<file path="config.mk">
export PLATFORM = sky130hd
export DESIGN_NAME = interrupt_sequencer_flat
export DESIGN_NICKNAME = d
export VERILOG_FILES = /design/src/rtl/interrupt_sequencer_pkg.sv /design/src/rtl/interrupt_sequencer_if.sv /design/src/rtl/interrupt_sequencer_nmi_edge_detect.sv /design/src/rtl/interrupt_sequencer.sv /design/src/flat_wrapper.sv
export SDC_FILE = /design/constraint.sdc
export NUM_CORES = 1
export LEC_CHECK = 0
export CORE_MARGIN = 2
export CORE_UTILIZATION = 29
export DETAILED_ROUTE_END_ITERATION = 10
export PLACE_DENSITY_LB_ADDON = 0.3
export SLEW_MARGIN = 0
export SYNTH_ARGS = -nofsm -noshare
export SYNTH_HDL_FRONTEND = slang
export SYNTH_SLANG_ARGS = --single-unit
</file>
<file path="constraint.sdc">
create_clock -name clk -period 2.2 [get_ports clk]
set_input_delay 0.22 -clock clk [delete_from_list [all_inputs] [get_ports clk]]
set_output_delay 0.22 -clock clk [all_outputs]
set_load 0.02 [all_outputs]
</file>
<file path="src/rtl/interrupt_sequencer_pkg.sv">
// Shared types and constants for the 6502 interrupt sequencer.
// States, address/data select codes, interrupt sources and default vectors.
package interrupt_sequencer_pkg;

    typedef enum logic [3:0] {
        ST_IDLE,
        ST_RES_HOLD,
        ST_C0,
        ST_C1,
        ST_C2,
        ST_C3,
        ST_C4,
        ST_C5,
        ST_C6
    } state_e;

    typedef enum logic [1:0] {
        INT_SRC_NONE = 2'd0,
        INT_SRC_IRQ  = 2'd1,
        INT_SRC_NMI  = 2'd2,
        INT_SRC_RES  = 2'd3
    } int_src_e;

    localparam logic [1:0] ADDR_SEL_PC    = 2'd0;
    localparam logic [1:0] ADDR_SEL_STACK = 2'd1;
    localparam logic [1:0] ADDR_SEL_VEC   = 2'd2;

    localparam logic [1:0] DATA_SEL_PCH = 2'd0;
    localparam logic [1:0] DATA_SEL_PCL = 2'd1;
    localparam logic [1:0] DATA_SEL_P   = 2'd2;

    localparam logic [15:0] VEC_NMI_DEF = 16'hFFFA;
    localparam logic [15:0] VEC_RES_DEF = 16'hFFFC;
    localparam logic [15:0] VEC_IRQ_DEF = 16'hFFFE;

    // Sequence cycle number reported to the core; 0 outside the sequence.
    function automatic logic [2:0] cycle_num(state_e s);
        logic [2:0] c;
        c = 3'd0;
        case (s)
            ST_C1:   c = 3'd1;
            ST_C2:   c = 3'd2;
            ST_C3:   c = 3'd3;
            ST_C4:   c = 3'd4;
            ST_C5:   c = 3'd5;
            ST_C6:   c = 3'd6;
            default: c = 3'd0;
        endcase
        return c;
    endfunction

    // Read cycles are the only ones rdy is allowed to stall.
    function automatic logic is_read_cycle(state_e s);
        return (s == ST_C0) || (s == ST_C1) || (s == ST_C5) || (s == ST_C6);
    endfunction

endpackage

</file>
<file path="src/rtl/interrupt_sequencer_if.sv">
// Control bundle between the interrupt sequencer and the 6502 core.
// slave: the sequencer side; master: the core/datapath side.
interface interrupt_sequencer_if;
    logic        irq;
    logic        nmi;
    logic        rdy;
    logic        i_flag;
    logic        boundary;
    logic        int_take;
    logic        seq_busy;
    logic [2:0]  seq_cycle;
    logic        rw;
    logic [1:0]  addr_sel;
    logic [15:0] vector_addr;
    logic [1:0]  data_sel;
    logic        b_flag;
    logic        sp_dec;
    logic        pc_load_lo;
    logic        pc_load_hi;
    logic        set_i;
    logic [1:0]  int_src;

    modport slave (
        input  irq, nmi, rdy, i_flag, boundary,
        output int_take, seq_busy, seq_cycle, rw, addr_sel, vector_addr,
               data_sel, b_flag, sp_dec, pc_load_lo, pc_load_hi, set_i, int_src
    );

    modport master (
        output irq, nmi, rdy, i_flag, boundary,
        input  int_take, seq_busy, seq_cycle, rw, addr_sel, vector_addr,
               data_sel, b_flag, sp_dec, pc_load_lo, pc_load_hi, set_i, int_src
    );
endinterface

</file>
<file path="src/rtl/interrupt_sequencer_nmi_edge_detect.sv">
// Request conditioning: optional 2-flop synchronizers on irq/nmi (INT_SYNC_EN),
// NMI rising-edge detect and a sticky NMI latch cleared by the sequencer.
module nmi_edge_detect
    import interrupt_sequencer_pkg::*;
(
    input  logic clk,
    input  logic rst,
    input  logic irq_in,
    input  logic nmi_in,
    input  logic clr,
    output logic irq_o,
    output logic nmi_pend,
    output logic nmi_latch
);
    logic irq_s;
    logic nmi_s;

`ifdef INT_SYNC_EN
    logic irq_s1_q, irq_s1_d, irq_s2_q, irq_s2_d;
    logic nmi_s1_q, nmi_s1_d, nmi_s2_q, nmi_s2_d;

    // Two-stage shift of the raw requests into the clock domain.
    always_comb begin
        irq_s1_d = irq_in;
        irq_s2_d = irq_s1_q;
        nmi_s1_d = nmi_in;
        nmi_s2_d = nmi_s1_q;
    end

    // Synchronizer flops, cleared by reset.
    always_ff @(posedge clk or posedge rst) begin
        if (rst) begin
            irq_s1_q <= 1'b0;
            irq_s2_q <= 1'b0;
            nmi_s1_q <= 1'b0;
            nmi_s2_q <= 1'b0;
        end else begin
            irq_s1_q <= irq_s1_d;
            irq_s2_q <= irq_s2_d;
            nmi_s1_q <= nmi_s1_d;
            nmi_s2_q <= nmi_s2_d;
        end
    end

    assign irq_s = irq_s2_q;
    assign nmi_s = nmi_s2_q;
`else
    assign irq_s = irq_in;
    assign nmi_s = nmi_in;
`endif

    logic nmi_prev_q, nmi_prev_d;
    logic latch_q, latch_d;
    logic edge_seen;

    // A new edge wins over a clear landing in the same cycle so it is never lost.
    always_comb begin
        edge_seen  = nmi_s & ~nmi_prev_q;
        nmi_prev_d = nmi_s;
        latch_d    = edge_seen | (latch_q & ~clr);
    end

    // Edge history and pending-NMI latch.
    always_ff @(posedge clk or posedge rst) begin
        if (rst) begin
            nmi_prev_q <= 1'b0;
            latch_q    <= 1'b0;
        end else begin
            nmi_prev_q <= nmi_prev_d;
            latch_q    <= latch_d;
        end
    end

    assign irq_o     = irq_s;
    assign nmi_pend  = latch_q | edge_seen;   // includes an edge arriving this cycle
    assign nmi_latch = latch_q;
endmodule

</file>
<file path="src/rtl/interrupt_sequencer.sv">
// 6502 hardware interrupt sequencer: recognises RES/NMI/IRQ and runs the
// 7-cycle push-PC/push-P/load-vector sequence, owning the datapath controls
// until the new PC is loaded. Optional macro INT_SYNC_EN adds input synchronizers.
module interrupt_sequencer
    import interrupt_sequencer_pkg::*;
#(
    parameter logic [15:0] VEC_NMI = VEC_NMI_DEF,
    parameter logic [15:0] VEC_RES = VEC_RES_DEF,
    parameter logic [15:0] VEC_IRQ = VEC_IRQ_DEF
) (
    input  logic                  clk,
    input  logic                  res,
    interrupt_sequencer_if.slave  bus
);
    state_e   state_q, state_d;
    int_src_e src_q, src_d;

    logic irq_s, nmi_pend, nmi_latch, nmi_clr, take;

    // NMI is consumed only when an NMI-sourced sequence commits its vector low byte.
    assign nmi_clr = (state_q == ST_C5) && bus.rdy && (src_q == INT_SRC_NMI);

    nmi_edge_detect u_nmi (
        .clk       (clk),
        .rst       (res),
        .irq_in    (bus.irq),
        .nmi_in    (bus.nmi),
        .clr       (nmi_clr),
        .irq_o     (irq_s),
        .nmi_pend  (nmi_pend),
        .nmi_latch (nmi_latch)
    );

    assign take = (state_q == ST_IDLE) && bus.boundary &&
                  (nmi_latch || (irq_s && !bus.i_flag));

    // Next state: write cycles always advance, read cycles wait for rdy.
    always_comb begin
        state_d = state_q;
        src_d   = src_q;
        case (state_q)
            ST_IDLE: if (take) begin
                state_d = ST_C0;
                src_d   = nmi_latch ? INT_SRC_NMI : INT_SRC_IRQ;
            end
            ST_RES_HOLD: begin
                state_d = ST_C0;
                src_d   = INT_SRC_RES;
            end
            ST_C0: if (bus.rdy) state_d = ST_C1;
            ST_C1: if (bus.rdy) state_d = ST_C2;
            ST_C2: state_d = ST_C3;
            ST_C3: state_d = ST_C4;
            ST_C4: begin
                state_d = ST_C5;
                // Late-arriving NMI steals the vector fetch of an IRQ sequence.
                if (src_q == INT_SRC_IRQ && nmi_pend) src_d = INT_SRC_NMI;
            end
            ST_C5: if (bus.rdy) state_d = ST_C6;
            ST_C6: if (bus.rdy) begin
                state_d = ST_IDLE;
                src_d   = INT_SRC_NONE;
            end
            default: begin
                state_d = ST_IDLE;
                src_d   = INT_SRC_NONE;
            end
        endcase
    end

    // State register; res forces RES_HOLD immediately, aborting any sequence.
    always_ff @(posedge clk or posedge res) begin
        if (res) begin
            state_q <= ST_RES_HOLD;
            src_q   <= INT_SRC_NONE;
        end else begin
            state_q <= state_d;
            src_q   <= src_d;
        end
    end

    logic        busy, rw, sp_dec, pc_lo, pc_hi, set_i;
    logic [1:0]  addr_sel, data_sel;
    logic [15:0] vec_base, vector_addr;
    logic        push_rw;

    // Reset sequence runs the stack cycles as reads so nothing is written.
    assign push_rw = (src_q == INT_SRC_RES);

    // Vector selected by the source of the running sequence.
    always_comb begin
        case (src_q)
            INT_SRC_RES: vec_base = VEC_RES;
            INT_SRC_NMI: vec_base = VEC_NMI;
            default:     vec_base = VEC_IRQ;
        endcase
    end

    // Per-cycle datapath controls.
    always_comb begin
        busy        = 1'b1;
        rw          = 1'b1;
        addr_sel    = ADDR_SEL_PC;
        data_sel    = DATA_SEL_PCH;
        vector_addr = 16'h0000;
        sp_dec      = 1'b0;
        pc_lo       = 1'b0;
        pc_hi       = 1'b0;
        set_i       = 1'b0;
        case (state_q)
            ST_C0, ST_C1: ;
            ST_C2: begin
                addr_sel = ADDR_SEL_STACK;
                rw       = push_rw;
                data_sel = DATA_SEL_PCH;
                sp_dec   = 1'b1;
            end
            ST_C3: begin
                addr_sel = ADDR_SEL_STACK;
                rw       = push_rw;
                data_sel = DATA_SEL_PCL;
                sp_dec   = 1'b1;
            end
            ST_C4: begin
                addr_sel = ADDR_SEL_STACK;
                rw       = push_rw;
                data_sel = DATA_SEL_P;
                sp_dec   = 1'b1;
                set_i    = 1'b1;
            end
            ST_C5: begin
                addr_sel    = ADDR_SEL_VEC;
                vector_addr = vec_base;
                pc_lo       = 1'b1;
            end
            ST_C6: begin
                addr_sel    = ADDR_SEL_VEC;
                vector_addr = vec_base + 16'd1;
                pc_hi       = 1'b1;
            end
            default: busy = 1'b0;
        endcase
    end

    assign bus.int_take    = take;
    assign bus.seq_busy    = busy;
    assign bus.seq_cycle   = cycle_num(state_q);
    assign bus.rw          = rw;
    assign bus.addr_sel    = addr_sel;
    assign bus.vector_addr = vector_addr;
    assign bus.data_sel    = data_sel;
    assign bus.b_flag      = 1'b0;
    assign bus.sp_dec      = sp_dec;
    assign bus.pc_load_lo  = pc_lo;
    assign bus.pc_load_hi  = pc_hi;
    assign bus.set_i       = set_i;
    assign bus.int_src     = src_q;
endmodule
</file>
<file path="src/flat_wrapper.sv">
// flat-port wrapper written by rule: the top's interface ports become plain ports
module interrupt_sequencer_flat import interrupt_sequencer_pkg::*;
#(
    parameter logic [15:0] VEC_NMI = VEC_NMI_DEF,
    parameter logic [15:0] VEC_RES = VEC_RES_DEF,
    parameter logic [15:0] VEC_IRQ = VEC_IRQ_DEF
)
  (clk, res, bus_irq, bus_nmi, bus_rdy, bus_i_flag, bus_boundary, bus_int_take, bus_seq_busy, bus_seq_cycle, bus_rw, bus_addr_sel, bus_vector_addr, bus_data_sel, bus_b_flag, bus_sp_dec, bus_pc_load_lo, bus_pc_load_hi, bus_set_i, bus_int_src);
  interrupt_sequencer_if bus_i ();
  input  logic clk;
  input  logic res;
  input wire logic [$bits(bus_i.irq)-1:0] bus_irq;
  input wire logic [$bits(bus_i.nmi)-1:0] bus_nmi;
  input wire logic [$bits(bus_i.rdy)-1:0] bus_rdy;
  input wire logic [$bits(bus_i.i_flag)-1:0] bus_i_flag;
  input wire logic [$bits(bus_i.boundary)-1:0] bus_boundary;
  output wire logic [$bits(bus_i.int_take)-1:0] bus_int_take;
  output wire logic [$bits(bus_i.seq_busy)-1:0] bus_seq_busy;
  output wire logic [$bits(bus_i.seq_cycle)-1:0] bus_seq_cycle;
  output wire logic [$bits(bus_i.rw)-1:0] bus_rw;
  output wire logic [$bits(bus_i.addr_sel)-1:0] bus_addr_sel;
  output wire logic [$bits(bus_i.vector_addr)-1:0] bus_vector_addr;
  output wire logic [$bits(bus_i.data_sel)-1:0] bus_data_sel;
  output wire logic [$bits(bus_i.b_flag)-1:0] bus_b_flag;
  output wire logic [$bits(bus_i.sp_dec)-1:0] bus_sp_dec;
  output wire logic [$bits(bus_i.pc_load_lo)-1:0] bus_pc_load_lo;
  output wire logic [$bits(bus_i.pc_load_hi)-1:0] bus_pc_load_hi;
  output wire logic [$bits(bus_i.set_i)-1:0] bus_set_i;
  output wire logic [$bits(bus_i.int_src)-1:0] bus_int_src;
  assign bus_i.irq = bus_irq;
  assign bus_i.nmi = bus_nmi;
  assign bus_i.rdy = bus_rdy;
  assign bus_i.i_flag = bus_i_flag;
  assign bus_i.boundary = bus_boundary;
  assign bus_int_take = bus_i.int_take;
  assign bus_seq_busy = bus_i.seq_busy;
  assign bus_seq_cycle = bus_i.seq_cycle;
  assign bus_rw = bus_i.rw;
  assign bus_addr_sel = bus_i.addr_sel;
  assign bus_vector_addr = bus_i.vector_addr;
  assign bus_data_sel = bus_i.data_sel;
  assign bus_b_flag = bus_i.b_flag;
  assign bus_sp_dec = bus_i.sp_dec;
  assign bus_pc_load_lo = bus_i.pc_load_lo;
  assign bus_pc_load_hi = bus_i.pc_load_hi;
  assign bus_set_i = bus_i.set_i;
  assign bus_int_src = bus_i.int_src;
  interrupt_sequencer #(.VEC_NMI(VEC_NMI), .VEC_RES(VEC_RES), .VEC_IRQ(VEC_IRQ)) u_core (.clk(clk), .res(res), .bus(bus_i));
endmodule
</file>
==> summary.md, run 1 <==
| Metric | Value |
|---|---|
| Largest fanout on the critical path | `10` |
| Reg clk slew, reported paths | `60 ps` |
| DP Area | `1010 um2` |
| Primary FF master, synth | `dfrtp_1` |
| Max-cap violations | `0` |
| Flop pwr share | `0.177` |
| Hold Crit Class | `in2async` |
| Logic pwr share | `0.745` |
| CTS Sinks | `8` |
| Largest net degree at the start of global routing | `15` |
| Commonest non-fill, non-tap cell in the layout | `clkdlybuf4s50_1` |
| CTS tree | `done` |
| Setup-failing EPs final | `0` |
| Routed Antenna Nets | `0` |
| Worst-case clock buffer depth | `2` |
| Peak Freq | `480 MHz` |
| Drt pass-1 iters | `4` |
| Vias/cell | `approximately 4.7` |
| Commonest non-fill, non-tap cells in the layout | `clkdlybuf4s50_1 (18), dlygate4sd2_1 (16), buf_4 (7), dfrtp_1 (7), nor2_1 (6)` |
| Final setup TNS | `0 ps` |
| CP delay by family, top | `buffers and inverters` |
| Mapped cell area | `687 um2` |
| Worst vdd ir | `639 uV` |
| # hold bufs at CTS | `0` |
| Critical Path RT | `1980 ps` |
| Fillers | `around 240` |
| Vias in the first global route | `approximately 570` |
| Worst Path Buf+Inv | `2` |
| Hpwl dp | `1290 um` |
| Period utilization | `0.946` |
| R2R Path Start | `u_core.state_q[0]` |
| First-pass GRT wire length | `2530 um` |
| # Post-CTS Setup Buffers | `0` |
| Critical path type | `reg2out` |
| ANT cells | `0` |
| Synth Instances | `85` |
| CP arrival | `1860 ps` |
| Syn_nets | `92` |
| WP depth | `4` |
| Power Density | `1580 nW/um2` |
| Clk pwr share | `0.078` |
| Drc violations | `0` |
| Worst setup startpoint | `u_core.state_q[3]` |
| Slowest CP cell | `clkdlybuf4s50_1` |
| Clock buffer count from CTS | `3` |
| Nets | `122` |
| Core ar. | `between 2000 and 2500 um2` |
| Setup ws final | `118 ps` |
| Worst Setup EP | `bus_sp_dec` |
| Die Area | `around 2800 um2` |
| Initial DRC count | `6` |
| CP Cell Sequence | `buf_4, nand2b_1, a21oi_1, clkdlybuf4s50_1` |
| Placement Setup Slack | `61.6 ps` |
| Synth cell types | `32` |
| Leakage | `0.530 nW` |
| R2R Path End | `u_core.bus.int_src[0]` |
| Slowest stage delay, CP | `630 ps` |
| FF-to-FF path depth | `6` |
| Sequential area share after synthesis | `0.293` |
| Via count | `669` |
| Core Rows | `17` |
| Final Max Tran Viols | `0` |
| Remaining Overflow, GRT | `0` |
| CP startpoint kind | `register` |
| Clock root buffer master | `clkbuf_4` |
| Initial antenna violation count | `0` |
| Net Sw Frac | `0.502` |
| Post-route insts no fill | `around 140` |
| Placed cell count | `138` |
| Area Overhead vs Synth | `49.2%` |
| Average cell area after synthesis | `between 8 and 9 um2` |
| Tot Pwr | `0.00162 W` |
| Chip width | `52.7 um` |
| Post-cts repair resize count | `17` |
| R2r setup slk | `660 ps` |
| RSZ-0062 raised after global routing | `false` |
| Int Pwr | `0.000808 W` |
| Share of layout cells above drive strength 1 | `0.149` |
| Syn. warnings | `0` |
| P_sw | `0.000814 W` |
| Post-synthesis register bit count | `8` |
| Multi-input logic area | `328 um2` |
| Post-layout min period | `2080 ps` |
| Status | `finished clean` |
| Design Area, Final | `1020 um2` |
| CP Capture Type | `primary output` |
| PortBufs | `38` |
| Post-synth EDFFs | `0` |
| Async set-reset flop share out of synthesis | `1.00` |
| Register area | `201 um2` |
| Clock Skews | `6.42 ps` |
| Worst-Skew Late Latency | `260 ps` |
| Initial core utilization | `0.308` |
| Total GRT Usage | `0.125` |
| Hold Fails Final Rpt | `0` |
| H-tree lvl count | `1` |
| Die H | `approximately 53 um` |
| GP Congestion | `0.730` |
| I/O pin total | `40` |
| Wire length per cell | `11.7 um` |
| Final WL | `between 1500 and 2000 um` |
-- worst register-to-register path, stage by stage (launching register included) --
cell,delay (ps)
dfstp_2,540
buf_4,180
and4bb_1,200
o21ai_1,80
mux2i_1,90
o22ai_1,230
a21o_1,170
-- layout make-up --
type                    count  area share
flip-flops and latches      8       0.197
well taps                  28      0.0342
inverters                   3      0.0110
clock buffers               4      0.0256
repair buffers             45       0.413
multi-input cells          54       0.320
-- metrics by stage --
stage | util | hold WS (ps)
floorplan | - | 34.9
global placement | 0.452 | 483
detailed placement | 0.452 | 482
CTS | 0.454 | 201
global route | 0.459 | 218
finish | 0.459 | 198
-- cell families (layout without fill, tap and decap cells) --
logic type / after synthesis / in the layout / share of synthesized area
and+or+nand+nor: 30 / 30 / 0.248
buffers and inverters: 23 / 52 / 0.230
AOI/OAI and AO/OA: 21 / 21 / 0.197
DFF: 8 / 8 / 0.293
other: 1 / 1 / 0.00546
xor gates and xnor gates: 1 / 1 / 0.0128
muxes: 1 / 1 / 0.0146
-- how the worst min path moves through the flow --
stage,start,to,slack [ps],cells after the start
after CTS,res,u_core.bus.int_src[0],200,2
after global routing,res,u_core.state_q[2],220,2
after detailed placement,res,u_core.state_q[2],480,2
final,res,u_core.bus.int_src[0],200,2
after global placement,res,u_core.bus.int_src[0],480,2
after floorplan,res,u_core.bus.int_src[0],30,1
-- sequential cells by signal, indices dropped and copies added (netlist names) --
register	cells
u_core.bus.int_src	2
u_core.state_q	4
u_core.u_nmi.nmi_latch	1
u_core.u_nmi.nmi_prev_q	1
-- cells in the mapped netlist, types with 3 or more instances --
| library cell | number | area (um2) |
|---|---|---|
| nand2b_1 | 3 | 18.8 |
| o21ai_0 | 5 | 25.0 |
| buf_4 | 16 | 120 |
| inv_1 | 3 | 11.3 |
| dfrtp_1 | 7 | 175 |
| nor2_1 | 6 | 22.5 |
| nor2b_1 | 4 | 25.0 |
| nand2_1 | 4 | 15.0 |
| buf_2 | 3 | 15.0 |
| a21oi_1 | 5 | 25.0 |
-- metal layers --
| layer | routed length [um] | share of wire | vias to the layer above | global-route usage |
|---|---|---|---|---|
| li1 | - | - | 332 | - |
| met5 | 0 | 0 | - | 0 |
| met3 | 114 | 0.069 | 2 | 0.0457 |
| met4 | 8 | 0.0048 | 0 | 0.0385 |
| met1 | 736 | 0.44 | 306 | 0.143 |
| met2 | 796 | 0.48 | 29 | 0.213 |
-- power groups by stage --
| stage | Combinational (W) | Clock (W) | Sequential (W) |
|---|---|---|---|
| final | 0.00121 | 0.000127 | 0.000287 |
| after global routing | 0.00130 | 0.000143 | 0.000297 |
| after CTS | 0.00123 | 0.000131 | 0.000285 |
| after detailed placement | 0.00132 | 0 | 0.000286 |
| after global placement | 0.00130 | 0 | 0.000284 |
| after floorplan | 0.000874 | 0 | 0.000277 |
(Power assumes the default switching activity.)
==> run 2: changes to the inputs <==
--- a/config.mk
+++ b/config.mk
@@ -8,6 +8,7 @@
 export CORE_MARGIN = 2
 export CORE_UTILIZATION = 29
 export DETAILED_ROUTE_END_ITERATION = 10
+export GPL_ROUTABILITY_DRIVEN = 0
 export PLACE_DENSITY_LB_ADDON = 0.3
 export SLEW_MARGIN = 0
 export SYNTH_ARGS = -nofsm -noshare
==> results of run 2 <==
No change in the layout: final DEF, timing and power equal those of run 1.
==> run 3: changes to the inputs <==
--- a/config.mk
+++ b/config.mk
@@ -6,9 +6,10 @@
 export NUM_CORES = 1
 export LEC_CHECK = 0
 export CORE_MARGIN = 2
-export CORE_UTILIZATION = 29
+export CORE_UTILIZATION = 35
 export DETAILED_ROUTE_END_ITERATION = 10
 export GPL_ROUTABILITY_DRIVEN = 0
+export MAX_ROUTING_LAYER = met4
 export PLACE_DENSITY_LB_ADDON = 0.3
 export SLEW_MARGIN = 0
 export SYNTH_ARGS = -nofsm -noshare
==> summary.md, run 3 (synthesized netlist as in run 1, its figures left out) <==
| Metric | Value |
|---|---|
| Clock Skews | `0.518 ps (-5.91 ps)` |
| Worst-case clock buffer depth | `2 (unchanged)` |
| Post-layout min period | `2110 ps (+31.4 ps)` |
| Placed cell count | `136 (-1.4%)` |
| Commonest non-fill, non-tap cells in the layout | `clkdlybuf4s50_1 (18), dlygate4sd2_1 (17), dfrtp_1 (7), nor2_1 (6), buf_4 (6)` |
| Commonest non-fill, non-tap cell in the layout | `clkdlybuf4s50_1` |
| CP Capture Type | `primary output` |
| Hold WS | `185 ps (-12.8 ps)` |
| Core Util, Final | `0.532 (+0.0734)` |
| Post-route insts no fill | `140 (-1.4%)` |
| Share of layout cells above drive strength 1 | `0.142 (-0.00753)` |
| Max-cap violations | `0 (unchanged)` |
| Core Rows | `16 (-1)` |
| Die H | `48.3 um (-8.3%)` |
| CP arrival | `1890 ps (+30 ps)` |
| First-pass GRT wire length | `2480 um (-1.9%)` |
| H-tree lvl count | `1 (unchanged)` |
| Total GRT Usage | `0.142 (+0.0178)` |
| Die Area | `2330 um2 (-16%)` |
| Hold Crit Class | `in2async` |
| Final WL | `1700 um (+2.9%)` |
| Final Max Tran Viols | `0 (unchanged)` |
| Setup-failing EPs final | `0 (unchanged)` |
| Largest fanout on the critical path | `10 (unchanged)` |
| I/O pin total | `40 (unchanged)` |
| Clock root buffer master | `clkbuf_4` |
| PortBufs | `38 (unchanged)` |
| CTS Sinks | `8 (unchanged)` |
| Critical Path RT | `1980 ps (about the same)` |
| Via count | `679 (+1.5%)` |
| Drt pass-1 iters | `3 (-1)` |
| Largest net degree at the start of global routing | `15 (unchanged)` |
| Initial core utilization | `0.361 (+0.0536)` |
| Fillers | `198 (-17%)` |
| Worst-Skew Late Latency | `270 ps (about the same)` |
| Initial DRC count | `2 (-4)` |
| Core ar. | `1900 um2 (-15%)` |
| Routed Antenna Nets | `0 (unchanged)` |
| Vias in the first global route | `558 (-2.4%)` |
| Reg clk slew, reported paths | `60 ps (about the same)` |
| Tot Pwr | `0.00162 W (-0.12%)` |
| Vias/cell | `4.85 (+2.9%)` |
| # Post-CTS Setup Buffers | `0 (unchanged)` |
| Initial antenna violation count | `0 (unchanged)` |
| CTS tree | `done` |
| Largest register FFs | `4 (unchanged)` |
| Drc violations | `0 (unchanged)` |
| Area Overhead vs Synth | `47.4%` |
| # hold bufs at CTS | `0 (unchanged)` |
| Critical path type | `reg2out` |
| Final setup TNS | `0 ps (unchanged)` |
| Chip width | `48.3 um (-8.3%)` |
| Nets | `121 (-0.82%)` |
| Period utilization | `0.961 (+0.0143)` |
| Peak Freq | `473 MHz (-1.5%)` |
| CP startpoint kind | `register` |
| Remaining Overflow, GRT | `0 (unchanged)` |
| Hold Fails Final Rpt | `0 (unchanged)` |
| RSZ-0062 raised after global routing | `false` |
| Worst vdd ir | `679 uV (+6.3%)` |
| Status | `finished clean` |
| Leakage | `0.513 nW (-3.2%)` |
| Wire length per cell | `12.2 um (+4.4%)` |
| Power Density | `1600 nW/um2 (+1.1%)` |
| Most flops, register | `u_core.state_q` |
| ANT cells | `0 (unchanged)` |
| Hpwl dp | `1280 um (-0.16%)` |
| Clock buffer count from CTS | `3 (unchanged)` |
==> run 3: final timing paths <==
check / startpoint / to / slack (ps) / depth (start not counted)
setup / recovery: u_core.state_q[3] / bus_sp_dec / 90 / 4
hold / removal: res / u_core.state_q[1] / 190 / 2
setup reg to reg: u_core.state_q[0] / u_core.bus.int_src[0] / 620 / 6
hold reg to reg: u_core.u_nmi.nmi_latch / u_core.u_nmi.nmi_latch / 550 / 1
max in group asynchronous: res / u_core.state_q[0] / 1740 / 2
min in group clk: bus_nmi / u_core.u_nmi.nmi_prev_q / 410 / 1
==> run 3: per-stage QoR <==
step	cell area, um2	worst slack [ps]
5_1_grt	1010	27.6
2_1_floorplan	687	335
3_3_place_gp	1000	127
4_1_cts	1000	17.0
3_5_place_dp	1000	71.6
6_report	1010	86.3
==> run 3: power breakdown <==
part / internal [W] / leakage [nW] / switching, W
Clock: 0.0000701 / 0.0150 / 0.0000611
Combinational: 0.000516 / 0.405 / 0.000680
Sequential: 0.000208 / 0.0931 / 0.0000850
==> run 3: routing by layer <==
| metal | global-route usage | wire length [um] | vias up |
|---|---|---|---|
| met3 | 0.0340 | 91 | 6 |
| li1 | - | - | 334 |
| met1 | 0.163 | 716 | 316 |
| met2 | 0.227 | 858 | 23 |
| met4 | 0.0857 | 38 | 0 |
| met5 | - | 0 | - |
==> run 3: cell type report <==
type | instances | area (um2) | area share
repair buffers | 44 | 412 | 0.407
clock buffers | 4 | 26.3 | 0.0260
inverters | 3 | 11.3 | 0.0111
well taps | 27 | 33.8 | 0.0334
multi-input cells | 54 | 328 | 0.324
flip-flops and latches | 8 | 201 | 0.199
==> run 3: repair_timing <==
| action | in CTS | in global routing |
|---|---|---|
| setup endpoints to repair | 17 | 17 |
| pin swaps | 0 | 0 |
| gates resized for setup | 17 | 4 |
==> run 3: critical path, stage by stage, from the launching register on <==
cell and delay (ps):
dfrtp_1 430, buf_4 190, nand2b_1 180, a21oi_1 190, clkdlybuf4s50_1 640
==> variant: new RTL, settings of run 1 <==
The 9 states of `state_e` get a Gray code encoding in 4 bits.
--- a/src/rtl/interrupt_sequencer_pkg.sv
+++ b/src/rtl/interrupt_sequencer_pkg.sv
@@ -4,13 +4,13 @@
 
     typedef enum logic [3:0] {
-        ST_IDLE,
-        ST_RES_HOLD,
-        ST_C0,
-        ST_C1,
-        ST_C2,
-        ST_C3,
-        ST_C4,
-        ST_C5,
-        ST_C6
+        ST_IDLE     = 4'b0000,
+        ST_RES_HOLD = 4'b0001,
+        ST_C0       = 4'b0011,
+        ST_C1       = 4'b0010,
+        ST_C2       = 4'b0110,
+        ST_C3       = 4'b0111,
+        ST_C4       = 4'b0101,
+        ST_C5       = 4'b0100,
+        ST_C6       = 4'b1100
     } state_e;
 
Behaviour: no difference found for any inputs over 10 cycles, from zero or initial values; not proved beyond that.
==> variant against run 1 <==
  * Final area grew 5.5%
  * Synthesized area fell by 0.91%
  * Sequential cell count unchanged
  * Count of clock-buffer cells in the layout stayed put
  * Sequential share of layout area shrank 0.79 points
  * Critical path depth down 1
  * Routed wire length is 5.0% higher
  * Total power is 29% higher
  * Worst setup slack worse by 0.028 ns
  * Worst hold slack better by 0.015 ns
  * Highest routed layer is now met3
  * Largest power group unchanged
==> variant: results (changes against run 1) <==
drt wl/cell=12.2 um (was 11.7 um); number of flip-flops in the largest register=4 (unchanged); via-per-instance ratio=4.82 (was 4.71); CP startpoint=u_core.state_q[2] (was u_core.state_q[3]); R2R Path Start=u_core.state_q[0] (unchanged); crit path max fanout=10 (unchanged); vias=685 (was 669); sequential cell area fraction in the yosys report=29.6% (was 29.3%); xor/xnor share of the synthesized area=2.57% (was 1.28%); Pwr Total=2100 uW (was 1620 uW); Worst setup endpoint=bus_pc_load_lo (was bus_sp_dec); data arrival time of the critical path=1.89 ns (was 1.86 ns); vias in the first global route=572 (unchanged); Max clock buf depth=2 (unchanged); worst reg2reg endpoint=u_core.bus.int_src[1] (was u_core.bus.int_src[0]); ant diodes=0 (unchanged); cell leakage power=0.000698 uW (was 0.000530 uW); ys async rst share=100% (unchanged); Slowest cell on crit path=clkdlybuf4s50_1 (unchanged); most instantiated cells after synthesis=16 x buf_4, 9 x nor2_1, 7 x dfrtp_1 (was 16 x buf_4, 7 x dfrtp_1, 6 x nor2_1); outcome=complete, no violations (unchanged); largest stage delay on the critical path=0.69 ns (was 0.63 ns); first-pass GRT wire length=2.55 mm (was 2.53 mm); Hold Crit Class=input port to asynchronous set/reset pin (unchanged); worst vdd ir=0.799 mV (was 0.639 mV); synth unique cells=30 (was 32); port bufs=38 (unchanged); sequential share of power=16.6% (was 17.7%); Reg2Reg Depth=4 (was 6); Setup Fix Bufs, Post-CTS=0 (unchanged); internal power=1040 uW (was 808 uW); Avg Cell Area, Syn=7.73 um2 (was 8.08 um2); root buffer cell=clkbuf_4 (unchanged); TritonCTS buffer count=3 (unchanged); GRT Overall Usage=12.5% (about the same); hpwl dp=1.28 mm (was 1.29 mm); Yosys warnings=0 (unchanged); Clock Latency Late Sink=0.26 ns (about the same); # fillers=216 (was 239); DP Area=988 um2 (was 1010 um2); reg-to-reg slack, setup=0.34 ns (was 0.66 ns); Net Count, Synth=95 (was 92); Crit path max-delay family=buffers and inverters (unchanged); worst hold margin=0.213 ns (was 0.198 ns); Iteration-0 DRC Markers=14 (was 6); Final Skew=0.0112 ns (was 0.00642 ns); initial antenna violation count=0 (unchanged); top cells by area, synth=dfrtp_1 26%, buf_4 18%, nor2b_1 5.5%, nor2_1 5.0%, o21ai_0 4.4% (was dfrtp_1 26%, buf_4 17%, dfstp_2 3.8%, a21oi_1 3.6%, nor2b_1 3.6%); largest net degree at the start of global routing=15 (unchanged); share of layout cells above drive strength 1=14.0% (was 14.9%); most flop-heavy register=u_core.state_q (unchanged); routability cong.=0.761 (was 0.730); clock-net power=approximately 130 uW; Pre-antenna DRT Iters=4 (unchanged); post-synthesis mux area share=3.31% (was 1.46%); compound-cell area share of the yosys netlist=17.3% (was 19.7%)
[variant: area by class of cell]
cell class | instances | area (um2) | area share (%)
repair buffers | 42 | 462 | 42.7
clock buffers | 4 | 26.3 | 2.43
inverters | 5 | 18.8 | 1.74
multi-input cells | 55 | 335 | 31.0
flip-flops and latches | 8 | 204 | 18.9
well taps | 28 | 35.0 | 3.24
[variant: what timing repair did]
item | 4_1_cts | 5_1_grt
gates cloned | 0 | 0
setup endpoints to repair | 20 | 23
resized for setup | 4 | 23
[variant: per-layer routing]
| layer | vias to the layer above | GRT usage, % | routed length [um] |
|---|---|---|---|
| li1 | 331 | - | - |
| met1 | 316 | 15.2 | 715 |
| met2 | 38 | 21.5 | 863 |
| met3 | 0 | 5.43 | 158 |
| met4 | 0 | 0 | 0 |
| met5 | - | 0 | 0 |
[variant: stage by stage]
step,worst slack (ns),setup TNS [ns]
after CTS,0.0463,0
final,0.0895,0
after detailed placement,0.171,0
after floorplan,0.194,0
after global routing,-0.00118,-0.00118
after global placement,0.196,0
